$ cat src/rtl/mem_access_stage_if.sv
// Data-memory bus between the memory stage and the data memory.
// Single outstanding req/ack transfer; dmem_ack is a one-cycle completion pulse.
interface mem_access_stage_if;
    logic        dmem_req;
    logic        dmem_we;
    logic [31:0] dmem_addr;
    logic [3:0]  dmem_be;
    logic [31:0] dmem_wdata;
    logic [31:0] dmem_rdata;
    logic        dmem_ack;

    modport master (
        output dmem_req,
        output dmem_we,
        output dmem_addr,
        output dmem_be,
        output dmem_wdata,
        input  dmem_rdata,
        input  dmem_ack
    );

    modport slave (
        input  dmem_req,
        input  dmem_we,
        input  dmem_addr,
        input  dmem_be,
        input  dmem_wdata,
        output dmem_rdata,
        output dmem_ack
    );
endinterface

$ cat src/rtl/mem_access_stage.sv
// RV32I memory stage: issues loads/stores on the data bus, extracts/extends load data
// and registers the write-back bundle, stalling upstream while a transfer is pending.
module mem_access_stage #(
    parameter int TIMEOUT = 16
) (
    input  logic                       clk,
    input  logic                       reset,
    input  logic [3:0]                 stage_flag_in,
    input  logic [1:0]                 mem_to_reg_in,
    input  logic [3:0]                 mem_width_in,
    input  logic [31:0]                alu_out_in,
    input  logic [31:0]                mem_wr_data_in,
    input  logic [4:0]                 rd_addr_in,
    mem_access_stage_if.master         dmem,
    output logic                       mem_stall,
    output logic                       wb_rd_en,
    output logic [1:0]                 wb_mem_to_reg,
    output logic [4:0]                 wb_rd_addr,
    output logic [31:0]                wb_alu_result,
    output logic [31:0]                wb_load_data,
    output logic                       mem_err
);

    localparam int CW = (TIMEOUT > 1) ? $clog2(TIMEOUT) : 1;

    typedef enum logic {
        IDLE = 1'b0,
        BUSY = 1'b1
    } state_t;

    state_t        state_q, state_d;
    logic [CW-1:0] cnt_q, cnt_d;

    logic          req_q, req_d;
    logic          we_q, we_d;
    logic [31:0]   addr_q, addr_d;
    logic [3:0]    be_q, be_d;
    logic [31:0]   wdata_q, wdata_d;

    logic          op_load_q, op_load_d;
    logic          op_rd_en_q, op_rd_en_d;
    logic [2:0]    op_width_q, op_width_d;
    logic [1:0]    op_lane_q, op_lane_d;
    logic [31:0]   op_alu_q, op_alu_d;
    logic [4:0]    op_rd_addr_q, op_rd_addr_d;
    logic [1:0]    op_m2r_q, op_m2r_d;

    logic          wb_rd_en_d;
    logic [1:0]    wb_m2r_d;
    logic [4:0]    wb_rd_addr_d;
    logic [31:0]   wb_alu_d;
    logic [31:0]   wb_load_d;
    logic          mem_err_d;

    logic          rd_flag, wr_flag, rd_en_flag, is_mem;
    logic [2:0]    funct3;
    logic [1:0]    lane;
    logic          misaligned;
    logic [3:0]    store_be;
    logic [31:0]   store_wdata;
    logic          timeout_hit;
    logic          unused_inputs;

    // branch_en is consumed upstream and width bit 3 carries no meaning here
    assign unused_inputs = ^{stage_flag_in[1], mem_width_in[3]};

    assign rd_flag    = stage_flag_in[3];
    assign wr_flag    = stage_flag_in[2];
    assign rd_en_flag = stage_flag_in[0];
    assign is_mem     = rd_flag | wr_flag;
    assign funct3     = mem_width_in[2:0];
    assign lane       = alu_out_in[1:0];

    always_comb begin
        misaligned  = 1'b0;
        store_be    = 4'b1111;
        store_wdata = mem_wr_data_in;
        case (funct3[1:0])
            2'b00: begin
                store_be    = 4'b0001 << lane;
                store_wdata = {4{mem_wr_data_in[7:0]}};
            end
            2'b01: begin
                misaligned  = lane[0];
                store_be    = 4'b0011 << lane;
                store_wdata = {2{mem_wr_data_in[15:0]}};
            end
            default: begin
                misaligned  = (lane != 2'b00);
            end
        endcase
    end

    function automatic logic [31:0] extract_load(input logic [31:0] rdata,
                                                 input logic [2:0]  width,
                                                 input logic [1:0]  sel);
        logic [7:0]  byte_v;
        logic [15:0] half_v;
        byte_v = rdata[{sel, 3'b000} +: 8];
        half_v = rdata[{sel[1], 4'b0000} +: 16];
        case (width)
            3'b000:  extract_load = {{24{byte_v[7]}}, byte_v};
            3'b100:  extract_load = {24'h0, byte_v};
            3'b001:  extract_load = {{16{half_v[15]}}, half_v};
            3'b101:  extract_load = {16'h0, half_v};
            default: extract_load = rdata;
        endcase
    endfunction

    assign timeout_hit = (TIMEOUT > 0) && (cnt_q == CW'(TIMEOUT - 1));

    // Next-state and next-output logic; a coincident ack always beats the timeout
    always_comb begin
        state_d      = state_q;
        cnt_d        = cnt_q;
        req_d        = req_q;
        we_d         = we_q;
        addr_d       = addr_q;
        be_d         = be_q;
        wdata_d      = wdata_q;
        op_load_d    = op_load_q;
        op_rd_en_d   = op_rd_en_q;
        op_width_d   = op_width_q;
        op_lane_d    = op_lane_q;
        op_alu_d     = op_alu_q;
        op_rd_addr_d = op_rd_addr_q;
        op_m2r_d     = op_m2r_q;
        wb_rd_en_d   = 1'b0;
        wb_m2r_d     = wb_mem_to_reg;
        wb_rd_addr_d = wb_rd_addr;
        wb_alu_d     = wb_alu_result;
        wb_load_d    = wb_load_data;
        mem_err_d    = 1'b0;

        case (state_q)
            IDLE: begin
                if (!is_mem) begin
                    wb_rd_en_d   = rd_en_flag;
                    wb_m2r_d     = mem_to_reg_in;
                    wb_rd_addr_d = rd_addr_in;
                    wb_alu_d     = alu_out_in;
                    wb_load_d    = 32'h0;
                end else if (misaligned) begin
                    mem_err_d    = 1'b1;
                    wb_m2r_d     = mem_to_reg_in;
                    wb_rd_addr_d = rd_addr_in;
                    wb_alu_d     = alu_out_in;
                    wb_load_d    = 32'h0;
                end else begin
                    state_d      = BUSY;
                    cnt_d        = '0;
                    req_d        = 1'b1;
                    we_d         = wr_flag;
                    addr_d       = {alu_out_in[31:2], 2'b00};
                    be_d         = store_be;
                    wdata_d      = store_wdata;
                    op_load_d    = !wr_flag;
                    op_rd_en_d   = rd_en_flag;
                    op_width_d   = funct3;
                    op_lane_d    = lane;
                    op_alu_d     = alu_out_in;
                    op_rd_addr_d = rd_addr_in;
                    op_m2r_d     = mem_to_reg_in;
                end
            end
            BUSY: begin
                if (dmem.dmem_ack) begin
                    state_d      = IDLE;
                    req_d        = 1'b0;
                    wb_rd_en_d   = op_load_q & op_rd_en_q;
                    wb_m2r_d     = op_m2r_q;
                    wb_rd_addr_d = op_rd_addr_q;
                    wb_alu_d     = op_alu_q;
                    wb_load_d    = op_load_q ? extract_load(dmem.dmem_rdata, op_width_q, op_lane_q)
                                             : 32'h0;
                end else if (timeout_hit) begin
                    state_d   = IDLE;
                    req_d     = 1'b0;
                    mem_err_d = 1'b1;
                end else begin
                    cnt_d = cnt_q + CW'(1);
                end
            end
            default: begin
                state_d = IDLE;
                req_d   = 1'b0;
            end
        endcase
    end

    always_ff @(posedge clk or negedge reset) begin
        if (!reset) begin
            state_q       <= IDLE;
            cnt_q         <= '0;
            req_q         <= 1'b0;
            we_q          <= 1'b0;
            addr_q        <= 32'h0;
            be_q          <= 4'h0;
            wdata_q       <= 32'h0;
            op_load_q     <= 1'b0;
            op_rd_en_q    <= 1'b0;
            op_width_q    <= 3'h0;
            op_lane_q     <= 2'h0;
            op_alu_q      <= 32'h0;
            op_rd_addr_q  <= 5'h0;
            op_m2r_q      <= 2'h0;
            wb_rd_en      <= 1'b0;
            wb_mem_to_reg <= 2'h0;
            wb_rd_addr    <= 5'h0;
            wb_alu_result <= 32'h0;
            wb_load_data  <= 32'h0;
            mem_err       <= 1'b0;
        end else begin
            state_q       <= state_d;
            cnt_q         <= cnt_d;
            req_q         <= req_d;
            we_q          <= we_d;
            addr_q        <= addr_d;
            be_q          <= be_d;
            wdata_q       <= wdata_d;
            op_load_q     <= op_load_d;
            op_rd_en_q    <= op_rd_en_d;
            op_width_q    <= op_width_d;
            op_lane_q     <= op_lane_d;
            op_alu_q      <= op_alu_d;
            op_rd_addr_q  <= op_rd_addr_d;
            op_m2r_q      <= op_m2r_d;
            wb_rd_en      <= wb_rd_en_d;
            wb_mem_to_reg <= wb_m2r_d;
            wb_rd_addr    <= wb_rd_addr_d;
            wb_alu_result <= wb_alu_d;
            wb_load_data  <= wb_load_d;
            mem_err       <= mem_err_d;
        end
    end

    assign dmem.dmem_req   = req_q;
    assign dmem.dmem_we    = we_q;
    assign dmem.dmem_addr  = addr_q;
    assign dmem.dmem_be    = be_q;
    assign dmem.dmem_wdata = wdata_q;
    assign mem_stall       = (state_q == BUSY) && !dmem.dmem_ack;

endmodule

$ cat src/flat_wrapper.sv
// flat-port wrapper written by rule: the top's interface ports become plain ports
module mem_access_stage_flat 
#(
    parameter int TIMEOUT = 16
)
  (clk, reset, stage_flag_in, mem_to_reg_in, mem_width_in, alu_out_in, mem_wr_data_in, rd_addr_in, mem_stall, wb_rd_en, wb_mem_to_reg, wb_rd_addr, wb_alu_result, wb_load_data, mem_err, dmem_dmem_req, dmem_dmem_we, dmem_dmem_addr, dmem_dmem_be, dmem_dmem_wdata, dmem_dmem_rdata, dmem_dmem_ack);
  mem_access_stage_if dmem_i ();
  input  logic clk;
  input  logic reset;
  input  logic [3:0] stage_flag_in;
  input  logic [1:0] mem_to_reg_in;
  input  logic [3:0] mem_width_in;
  input  logic [31:0] alu_out_in;
  input  logic [31:0] mem_wr_data_in;
  input  logic [4:0] rd_addr_in;
  output logic mem_stall;
  output logic wb_rd_en;
  output logic [1:0] wb_mem_to_reg;
  output logic [4:0] wb_rd_addr;
  output logic [31:0] wb_alu_result;
  output logic [31:0] wb_load_data;
  output logic mem_err;
  output wire logic [$bits(dmem_i.dmem_req)-1:0] dmem_dmem_req;
  output wire logic [$bits(dmem_i.dmem_we)-1:0] dmem_dmem_we;
  output wire logic [$bits(dmem_i.dmem_addr)-1:0] dmem_dmem_addr;
  output wire logic [$bits(dmem_i.dmem_be)-1:0] dmem_dmem_be;
  output wire logic [$bits(dmem_i.dmem_wdata)-1:0] dmem_dmem_wdata;
  input wire logic [$bits(dmem_i.dmem_rdata)-1:0] dmem_dmem_rdata;
  input wire logic [$bits(dmem_i.dmem_ack)-1:0] dmem_dmem_ack;
  assign dmem_dmem_req = dmem_i.dmem_req;
  assign dmem_dmem_we = dmem_i.dmem_we;
  assign dmem_dmem_addr = dmem_i.dmem_addr;
  assign dmem_dmem_be = dmem_i.dmem_be;
  assign dmem_dmem_wdata = dmem_i.dmem_wdata;
  assign dmem_i.dmem_rdata = dmem_dmem_rdata;
  assign dmem_i.dmem_ack = dmem_dmem_ack;
  mem_access_stage #(.TIMEOUT(TIMEOUT)) u_core (.clk(clk), .reset(reset), .stage_flag_in(stage_flag_in), .mem_to_reg_in(mem_to_reg_in), .mem_width_in(mem_width_in), .alu_out_in(alu_out_in), .mem_wr_data_in(mem_wr_data_in), .rd_addr_in(rd_addr_in), .dmem(dmem_i), .mem_stall(mem_stall), .wb_rd_en(wb_rd_en), .wb_mem_to_reg(wb_mem_to_reg), .wb_rd_addr(wb_rd_addr), .wb_alu_result(wb_alu_result), .wb_load_data(wb_load_data), .mem_err(mem_err));
endmodule
$ cat config.mk
export PLATFORM = sky130hd
export DESIGN_NAME = mem_access_stage_flat
export DESIGN_NICKNAME = d
export VERILOG_FILES = /design/src/rtl/mem_access_stage_if.sv /design/src/rtl/mem_access_stage.sv /design/src/flat_wrapper.sv
export SDC_FILE = /design/constraint.sdc
export NUM_CORES = 1
export LEC_CHECK = 0
export ABC_AREA = 1
export CAP_MARGIN = 20
export CORE_MARGIN = 4
export CORE_UTILIZATION = 46
export CTS_CLUSTER_SIZE = 28
export DETAILED_ROUTE_END_ITERATION = 10
export GPL_ROUTABILITY_DRIVEN = 0
export PLACE_DENSITY = 0.81
export SYNTH_ARGS = -nofsm -noshare
export SYNTH_HDL_FRONTEND = slang
export SYNTH_SLANG_ARGS = --single-unit
$ cat constraint.sdc
create_clock -name clk -period 1.5 [get_ports clk]
set_input_delay 0.3 -clock clk [delete_from_list [all_inputs] [get_ports clk]]
set_output_delay 0.3 -clock clk [all_outputs]
set_load 0.05 [all_outputs]
==> results of run 1 <==
==> power by group through the flow <==
stage / Clock, W / Combinational (W) / Sequential, W
CTS: 0.00464 / 0.0124 / 0.00690
global route: 0.00483 / 0.0132 / 0.00706
finish: 0.00458 / 0.0126 / 0.00690
floorplan: 0 / 0.00367 / 0.00917
global placement: 0 / 0.0121 / 0.00689
detailed placement: 0 / 0.0123 / 0.00694
==> worst paths after layout <==
path                                                         end  slack [ns]  cells after the start
max                          u_core.wb_load_data[13]$_DFFE_PN0P_       -0.05                      7
min                         u_core.wb_alu_result[30]$_DFFE_PN0P_        0.36                      2
max reg2reg                  u_core.wb_load_data[13]$_DFFE_PN0P_       -0.05                      7
min reg2reg                   u_core.op_rd_addr_q[4]$_DFFE_PN0P_        0.52                      2
max in group asynchronous        u_core.op_alu_q[12]$_DFFE_PN0P_        0.52                      3
min in group clk           u_core.dmem.dmem_wdata[8]$_DFFE_PN0P_        0.41                      5
==> kinds of logic after synthesis <==
logic type               synth area share, %
multiplexers                            3.00
adder cells (fa/ha/maj)                0.163
buffers and inverters                   9.23
flip-flops                              52.2
other                                 0.0489
XOR/XNOR                               0.114
AND/OR/NAND/NOR                         23.9
AO/OA/AOI/OAI                           11.3
==> stage by stage <==
stage	TNS, ns	cell area (µm²)	std cells
global route	-0.420	12800	1416
floorplan	0	7680	933
finish	-0.0770	12800	1416
CTS	-0.0128	12600	1408
detailed placement	-49.62	11900	1373
global placement	-42.10	11900	1373
==> timing repair <==
action | 4_1_cts | 5_1_grt
gates cloned | 0 | 7
gates resized for setup | 3 | 18
pin swaps | 1 | 2
buffers inserted | 3 | 0
hold endpoints to repair | 31 | 0
setup endpoints to repair | 1 | 61
hold buffers | 1 | 0
==> metal layers <==
layer / global-route usage, % / share of wire (%)
met5: 0 / 0
met4: 8.54 / 3.0
met3: 7.43 / 8.4
met2: 45.9 / 51
met1: 31.8 / 38
==> layout by cell type (no fill, tap or decap), drive strengths merged <==
| cell type | synthesis | final |
|---|---|---|
| nand3 | 35 | 35 |
| nand2 | 381 | 381 |
| o41ai | 1 | 1 |
| or2 | 2 | 2 |
| dfrtp | 160 | 160 |
| ha | 1 | 1 |
| a21oi | 40 | 40 |
| nor2 | 41 | 41 |
| buf | 71 | 197 |
| nand3b | 1 | 1 |
| mux2i | 23 | 23 |
| dlygate4sd3 | 0 | 1 |
| conb | 1 | 2 |
| o21a | 2 | 2 |
| o211ai | 2 | 2 |
| clkdlybuf4s50 | 0 | 109 |
| xnor2 | 1 | 1 |
| clkinvlp | 0 | 4 |
| clkinv | 1 | 3 |
| nor3 | 1 | 1 |
| bufinv | 0 | 3 |
| dlymetal6s2s | 0 | 1 |
| inv | 44 | 48 |
| clkbuf | 9 | 25 |
| diode | 0 | 1 |
| o21ai | 111 | 111 |
| nand4 | 4 | 4 |
==> final cells by class <==
type | instances | area share, %
clock buffer | 19 | 3.53
sequential | 160 | 31.2
multi-input combinational | 648 | 23.5
inverter | 45 | 1.38
tap | 216 | 2.11
timing repair buffer | 314 | 36.8
antenna | 1 | 0.0195
clock inverter | 13 | 1.37
==> results.cfg, run 1 <==
[worst_setup_path]
r2r_start = u_core.op_width_q[1]$_DFFE_PN0P_
path_cells = inv_1 > buf_6 > nand2_1 > a21oi_1 > o21ai_0 > nand2_1 > nand2_1
worstPathMaxFanout = 13
crit_slowest_cell = dfrtp_1
arrival_ns = 1.86
crit_required_ns = 1.81
cp.buffers_inverters = 2
crit_family = compound AO/OA/AOI/OAI gates
critPathLaunchType = flop
path_class = flop to flop
crit_start = u_core.op_width_q[1]$_DFFE_PN0P_
cp_common_cell = nand2_1
critPathCaptureType = flop
slowest_delay_ns = 0.40

[power]
power_density_nw_per_um2 = 1880
clkPwrFrac_pct = 19.0
netSwitchingFraction_pct = 41.8
pwr-share-comb_pct = 52.4
power_w = 0.0241
power_frac_seq_pct = 28.6
vdd_ir_drop_max_uv = 1280
p_int_w = 0.0141
p_sw_w = 0.0101
power.leakage_nw = 6.17

[hold_path]
hold_class = input pin to asynchronous set/reset pin

[grt]
grt_max_degree = 48
overflow = 0
grt_pass1_wl_um = 38900
grt_pass1_vias = 7460
antenna_found_initial = 1
track_usage_pct = 26.5

[synth]
ys_seq_area_share_pct = 52.2
synth.avg_cell_area_um2 = 8.23
synthCells = 932
synth.distinct_cells = 30
syn_area_um2 = 7670
synth.most_common_cell = nand2_1
ys_seq_elements = 160
synth_area_leaders = dfrtp_1 (52%), nand2_1 (18%), o21ai_0 (5.0%)
synth-edff-count = 0
async_reset_ff_share_pct = 100
yosysTopAreaCellShare_pct = 52.2
synth_ff_type = dfrtp_1
synth_top_area_cell = dfrtp_1
synth_warnings = 0
synth_commonest_cells = nand2_1 (378), dfrtp_1 (160), o21ai_0 (76)

[routing]
wl_per_cell_um = 18.3
via_per_inst = 5.23
initialDrtViolationCount = 509
final_antenna_net_count = 0
first_pass_iters = 6
post-route-drc-count = 0
routed_wl_um = 26000
vias = 7408

[cells_and_area]
multi_input_area_um2 = 3010
fin_nets = 1301
drive_above_1_share_pct = 23.1
nFillCells = 966
syn_to_final_growth_pct = 67.1
fin_util_pct = 79.5
final-seq-area_um2 = 4010

[cts]
cts_root_buffer = clkbuf_16
cts_tree = built
clkSlewWorstSetupHoldPaths_ns = 0.06
clock_latency_ns = 0.42
clk_path_buf_depth = 2
cts.sinks = 160
cts_max_level = 4
cts_buffers = 17

[sta]
period_share_pct = 103
max_freq_mhz = 646
fin_skew_ns = 0.00850
finalSetupViolCount = 2
layout_setup_ws_ns = -0.0490
finalHoldViolCount = 0
grt_setup_unrepaired = yes
whs_ns = 0.364
fin_crit_ns = 1.55
slew_violations = 0

[die]
io_pins = 258
start_util_pct = 47.6
die_area_um2 = 18800
core_um2 = 16100
die_y_um = 137
die_w_um = 137
row_count = 46

[outcome]
violations = negative setup slack
outcome = finished with violations

[placed_design]
preCtsSetupSlack_ns = -0.399
dp_hpwl_um = 17900
port_buffers = 253

[job]
drv_cap = 0
(Power assumes the default switching activity.)
==> inputs of run 2 (changes only) <==
- PLACE_DENSITY: 0.81 -> 0.9
==> results.cfg, run 2 (same netlist as run 1, synthesis figures left out) <==
[cells_and_area]
fin_nets = 1313
nFillCells = 892
syn_to_final_growth_pct = 71.5
drive_above_1_share_pct = 25.6
mostFrequentLayoutCells = nand2_1 (364), buf_12 (162), dfrtp_1 (157)
final_common_cell = nand2_1

[power]
vdd_ir_drop_max_uv = 1130
power_density_nw_per_um2 = 1870
power_frac_seq_pct = 28.4
pwr-share-comb_pct = 52.7
p_int_w = 0.0144
power.leakage_nw = 6.36
clkPwrFrac_pct = 18.9
p_sw_w = 0.0102
netSwitchingFraction_pct = 41.4

[worst_setup_path]
cp_common_cell = buf_6
critPathCaptureType = flop
critPathLaunchType = flop
path_class = flop to flop
slowest_delay_ns = 0.42
crit_slowest_cell = dfrtp_2
crit_required_ns = 1.86
path_cells = buf_6 > nor2_4 > buf_6 > nand3_4 > clkinv_4 > buf_12 > buf_8 > buf_6 > nand2_2 > nand2_2
worstPathMaxFanout = 8
arrival_ns = 1.92

[cts]
clock_latency_ns = 0.43
clkSlewWorstSetupHoldPaths_ns = 0.06
cts_tree = built
cts_max_level = 4
cts.sinks = 160
clk_path_buf_depth = 2
cts_root_buffer = clkbuf_16
cts_buffers = 17

[hold_path]
hold_class = input pin to flop

[outcome]
violations = negative setup slack
outcome = finished with violations

[grt]
track_usage_pct = 27.8
grt_max_degree = 54
grt_pass1_wl_um = 40300
grt_pass1_vias = 7676
antenna_found_initial = 3
overflow = 0

[die]
start_util_pct = 47.6
die_y_um = 137
core_um2 = 16100
row_count = 46
io_pins = 258
die_w_um = 137
die_area_um2 = 18800

[routing]
post-route-drc-count = 0
routed_wl_um = 28100
wl_per_cell_um = 19.7
vias = 7817
final_antenna_net_count = 0
first_pass_iters = 6
via_per_inst = 5.47
initialDrtViolationCount = 728

[sta]
fin_tns_setup_ns = -0.354
max_freq_mhz = 641
finalSetupViolCount = 13
period_share_pct = 104
finalHoldViolCount = 0
fin_crit_ns = 1.56
layout_setup_ws_ns = -0.0602
slew_violations = 0
whs_ns = 0.215
fin_skew_ns = 0.0112
grt_setup_unrepaired = yes

[placed_design]
port_buffers = 253
dp_hpwl_um = 19200

[job]
drv_cap = 0
run 2: cell count changes in the layout (fill, tap and decap cells not counted), moves of 4 or more:
cell             before  now
buf_12              156  162
dlymetal6s2s_1        1    5
o21ai_1              14   24
a21oi_1              39   34
nand2_2               3   14
clkdlybuf4s50_1     109  105
o21ai_0              76   66
nand2_1             377  364
run 2: cell type report:
class	count	area [µm²]	share of cell area [%]
well taps	216	270	2.05
diodes	3	7.51	0.0571
clock buffers	21	470	3.58
repair buffers	326	4950	37.6
multi-input cells	648	3120	23.7
flip-flops and latches	160	4010	30.5
inverters	45	176	1.34
clock inverters	10	159	1.21
run 2: final timing paths:
kind | cells after the start | slack (ns) | from | endpoint
min in group asynchronous | 2 | 0.30 | reset | u_core.wb_alu_result[17]$_DFFE_PN0P_
worst min register to register | 1 | 0.52 | u_core.op_load_q$_DFFE_PN0P_ | u_core.op_load_q$_DFFE_PN0P_
worst max register to register | 10 | -0.06 | u_core.state_q$_DFF_PN0_ | u_core.op_alu_q[22]$_DFFE_PN0P_
max in group asynchronous | 3 | 0.65 | reset | u_core.dmem.dmem_be[3]$_DFFE_PN0P_
worst max-delay path | 10 | -0.06 | u_core.state_q$_DFF_PN0_ | u_core.op_alu_q[22]$_DFFE_PN0P_
worst min-delay path | 3 | 0.22 | stage_flag_in[2] | u_core.dmem.dmem_we$_DFFE_PN0P_
run 2: what timing repair did:
action,in CTS,in global routing
hold buffers,1,0
endpoints found under the setup margin,19,137
cloned,1,8
hold endpoints to repair,153,0
pin swaps,0,8
gates resized for setup,6,79
buffers inserted,3,8
run 2: power by group through the flow:
stage	Sequential, W	Combinational (W)	Clock [W]
6_report	0.00696	0.0129	0.00465
5_1_grt	0.00710	0.0135	0.00488
4_1_cts	0.00693	0.0125	0.00470
3_5_place_dp	0.00698	0.0124	0
3_3_place_gp	0.00689	0.0121	0
2_1_floorplan	0.00917	0.00367	0
run 2: critical path: cells and delay by family (launching register included):
kind	cells	cell delay (ns)
buffers and inverters	6	0.77
AND/OR/NAND/NOR	4	0.32
flip-flops	1	0.42
run 2: per-stage QoR:
step | total power [W] | worst slack, ns | area [µm²] | instances | utilization, %
4_1_cts | 0.0241 | -0.0593 | 12700 | 1412 | 78.7
3_5_place_dp | 0.0194 | -0.568 | 12000 | 1377 | 74.4
6_report | 0.0246 | -0.0602 | 13200 | 1429 | 81.6
5_1_grt | 0.0255 | -0.107 | 13200 | 1428 | 81.6
3_3_place_gp | 0.0190 | -0.492 | 12000 | 1377 | 74.4
2_1_floorplan | 0.0128 | 0.0366 | 7680 | 933 | -
run 2: metal layers:
layer	vias to the layer above	global-route usage (%)	share of wire [%]
met3	105	8.35	9.1
met1	3766	32.8	35
met2	459	47.2	51
met4	2	11.9	4.2
met5	-	0	0.046
li1	3485	-	-
==> inputs of run 3 (changes only) <==
- CORE_UTILIZATION: 46 -> 42
- GPL_TIMING_DRIVEN: not set -> 0
- PLACE_DENSITY: 0.9 -> 0.87
- clock period: 1.5 -> 1.4 ns (I/O delays scaled with it)
==> results.cfg, run 3 (same netlist as run 1, synthesis figures left out) <==
[grt]
track_usage_pct = 24.5
overflow = 0
antenna_found_initial = 1
grt_pass1_vias = 7619
grt_pass1_wl_um = 39300
grt_max_degree = 96

[die]
io_pins = 258
row_count = 49
start_util_pct = 42.7
core_um2 = 18000
die_w_um = 143
die_area_um2 = 20500
die_y_um = 143

[sta]
worstMarginPinSlew_ns = 0.538
finalSetupViolCount = 56
finalHoldViolCount = 0
fin_crit_ns = 1.47
max_freq_mhz = 680
whs_ns = 0.375
fin_skew_ns = 0.00858
slew_headroom_pct = 64.1
layout_setup_ws_ns = -0.0696
grt_setup_unrepaired = yes
period_share_pct = 105
slew_violations = 0

[placed_design]
dp_hpwl_um = 18300
dp_cells = 1416
port_buffers = 253

[routing]
initialDrtViolationCount = 606
vias = 7758
final_antenna_net_count = 0
wl_per_cell_um = 17.8
post-route-drc-count = 0
routed_wl_um = 26500
via_per_inst = 5.21
first_pass_iters = 6

[cts]
cts_tree = built
clkSlewWorstSetupHoldPaths_ns = 0.06
cts_max_level = 4
cts_root_buffer = clkbuf_16
cts_buffers = 17
clk_path_buf_depth = 2
clock_latency_ns = 0.43
cts.sinks = 160

[job]
drv_cap = 0

[hold_path]
min_to = u_core.op_width_q[0]$_DFFE_PN0P_
min_from = mem_width_in[0]
hold_class = input pin to flop
holdPathStages = 3

[worst_setup_path]
crit_start = u_core.state_q$_DFF_PN0_
crit_slowest_cell = dfrtp_1
worstRegToRegCells = 10
path_class = flop to output pin
path_cells = buf_6 > inv_4 > nor2_4 > buf_8
critPathCaptureType = output pin
critPathLaunchType = flop
crit_required_ns = 1.12
worstPathMaxFanout = 6
regToRegSetupSlack_ns = -0.06
slowest_delay_ns = 0.33
r2r_end = u_core.wb_mem_to_reg[1]$_DFFE_PN0P_
r2r_start = u_core.state_q$_DFF_PN0_
arrival_ns = 1.19

[cells_and_area]
mostFrequentLayoutCells = nand2_1 (356), dfrtp_1 (156), buf_2 (112)
nFillCells = 1443
drive_above_1_share_pct = 29.4
final_common_cell = nand2_1
multi_input_area_um2 = 3160
fin_nets = 1364
syn_to_final_growth_pct = 51.9
final-seq-area_um2 = 4010
finalNonFillerCells = 1490
antennaDiodeCount = 0

[power]
power.leakage_nw = 6.00
power_density_nw_per_um2 = 1950
power_w = 0.0227
vdd_ir_drop_max_uv = 1180

[outcome]
outcome = finished with violations
violations = negative setup slack
## run 3: changes by cell type in the layout (fill, tap and decap cells not counted), moves of 12 or more
| cell | before | now |
|---|---|---|
| buf_12 | 162 | 9 |
| buf_2 | 0 | 112 |
| buf_8 | 2 | 29 |
| buf_6 | 8 | 34 |
| buf_4 | 35 | 59 |
| o21ai_0 | 66 | 54 |
## run 3: stage by stage
| stage | TNS (ns) | utilization [%] | setup WS (ns) | instance area, µm² |
|---|---|---|---|---|
| floorplan | -1.63 | - | -0.0336 | 7710 |
| global placement | -1151.21 | 58.6 | -6.48 | 10500 |
| detailed placement | -118.11 | 58.8 | -0.907 | 10600 |
| CTS | -0.676 | 60.9 | -0.0903 | 10900 |
| global route | -8.53 | 64.9 | -0.123 | 11700 |
| finish | -1.78 | 64.9 | -0.0696 | 11700 |
## run 3: cell type report
class,instances,share of cell area (%)
Buffer,71,6.43
Clock buffer,21,3.78
Clock inverter,10,0.784
Inverter,45,1.61
Multi-Input combinational cell,648,27.1
Sequential cell,160,34.4
Tap cell,229,2.46
Timing Repair Buffer,306,23.5
## run 3: worst max path at each step
stage                                          endpoint  slack (ns)  depth (start not counted)
floorplan           u_core.wb_alu_result[2]$_DFFE_PN0P_       -0.03                          9
global placement    u_core.wb_load_data[19]$_DFFE_PN0P_       -6.48                          1
detailed placement   u_core.op_rd_addr_q[3]$_DFFE_PN0P_       -0.91                          6
CTS                                           mem_stall       -0.09                          4
global route                                  mem_stall       -0.12                          4
finish                                        mem_stall       -0.07                          4
## run 3: where the power goes
| part | switching [W] | leakage, nW | internal (W) |
|---|---|---|---|
| registers | 0.000882 | 2.01 | 0.00592 |
| logic | 0.00765 | 3.75 | 0.00395 |
| clock network | 0.00190 | 0.245 | 0.00243 |
| total | 0.0104 | 6.00 | 0.0123 |
## run 3: routing by layer
metal	part of all wire (%)	up-vias	global-route usage, %
met5	0.026	-	0
met4	3.8	2	10.1
met3	8.1	86	5.73
met2	49	382	40.8
met1	39	3700	30.7
li1	-	3588	-
## run 3: repair_timing
| action | 4_1_cts | 5_1_grt |
|---|---|---|
| endpoints found under the hold margin | 65 | 0 |
| hold buffers | 1 | 0 |
| resized for setup | 852 | 124 |
| setup endpoints to repair | 300 | 242 |
| buffers inserted | 18 | 21 |
| gates cloned | 0 | 12 |
| pin swaps | 4 | 3 |
## run 3: worst max-delay path: cells and delay by family (launching register included)
family	cells	cell delay [ns]
flip-flops	1	0.33
AND/OR/NAND/NOR	1	0.10
buffers and inverters	3	0.33
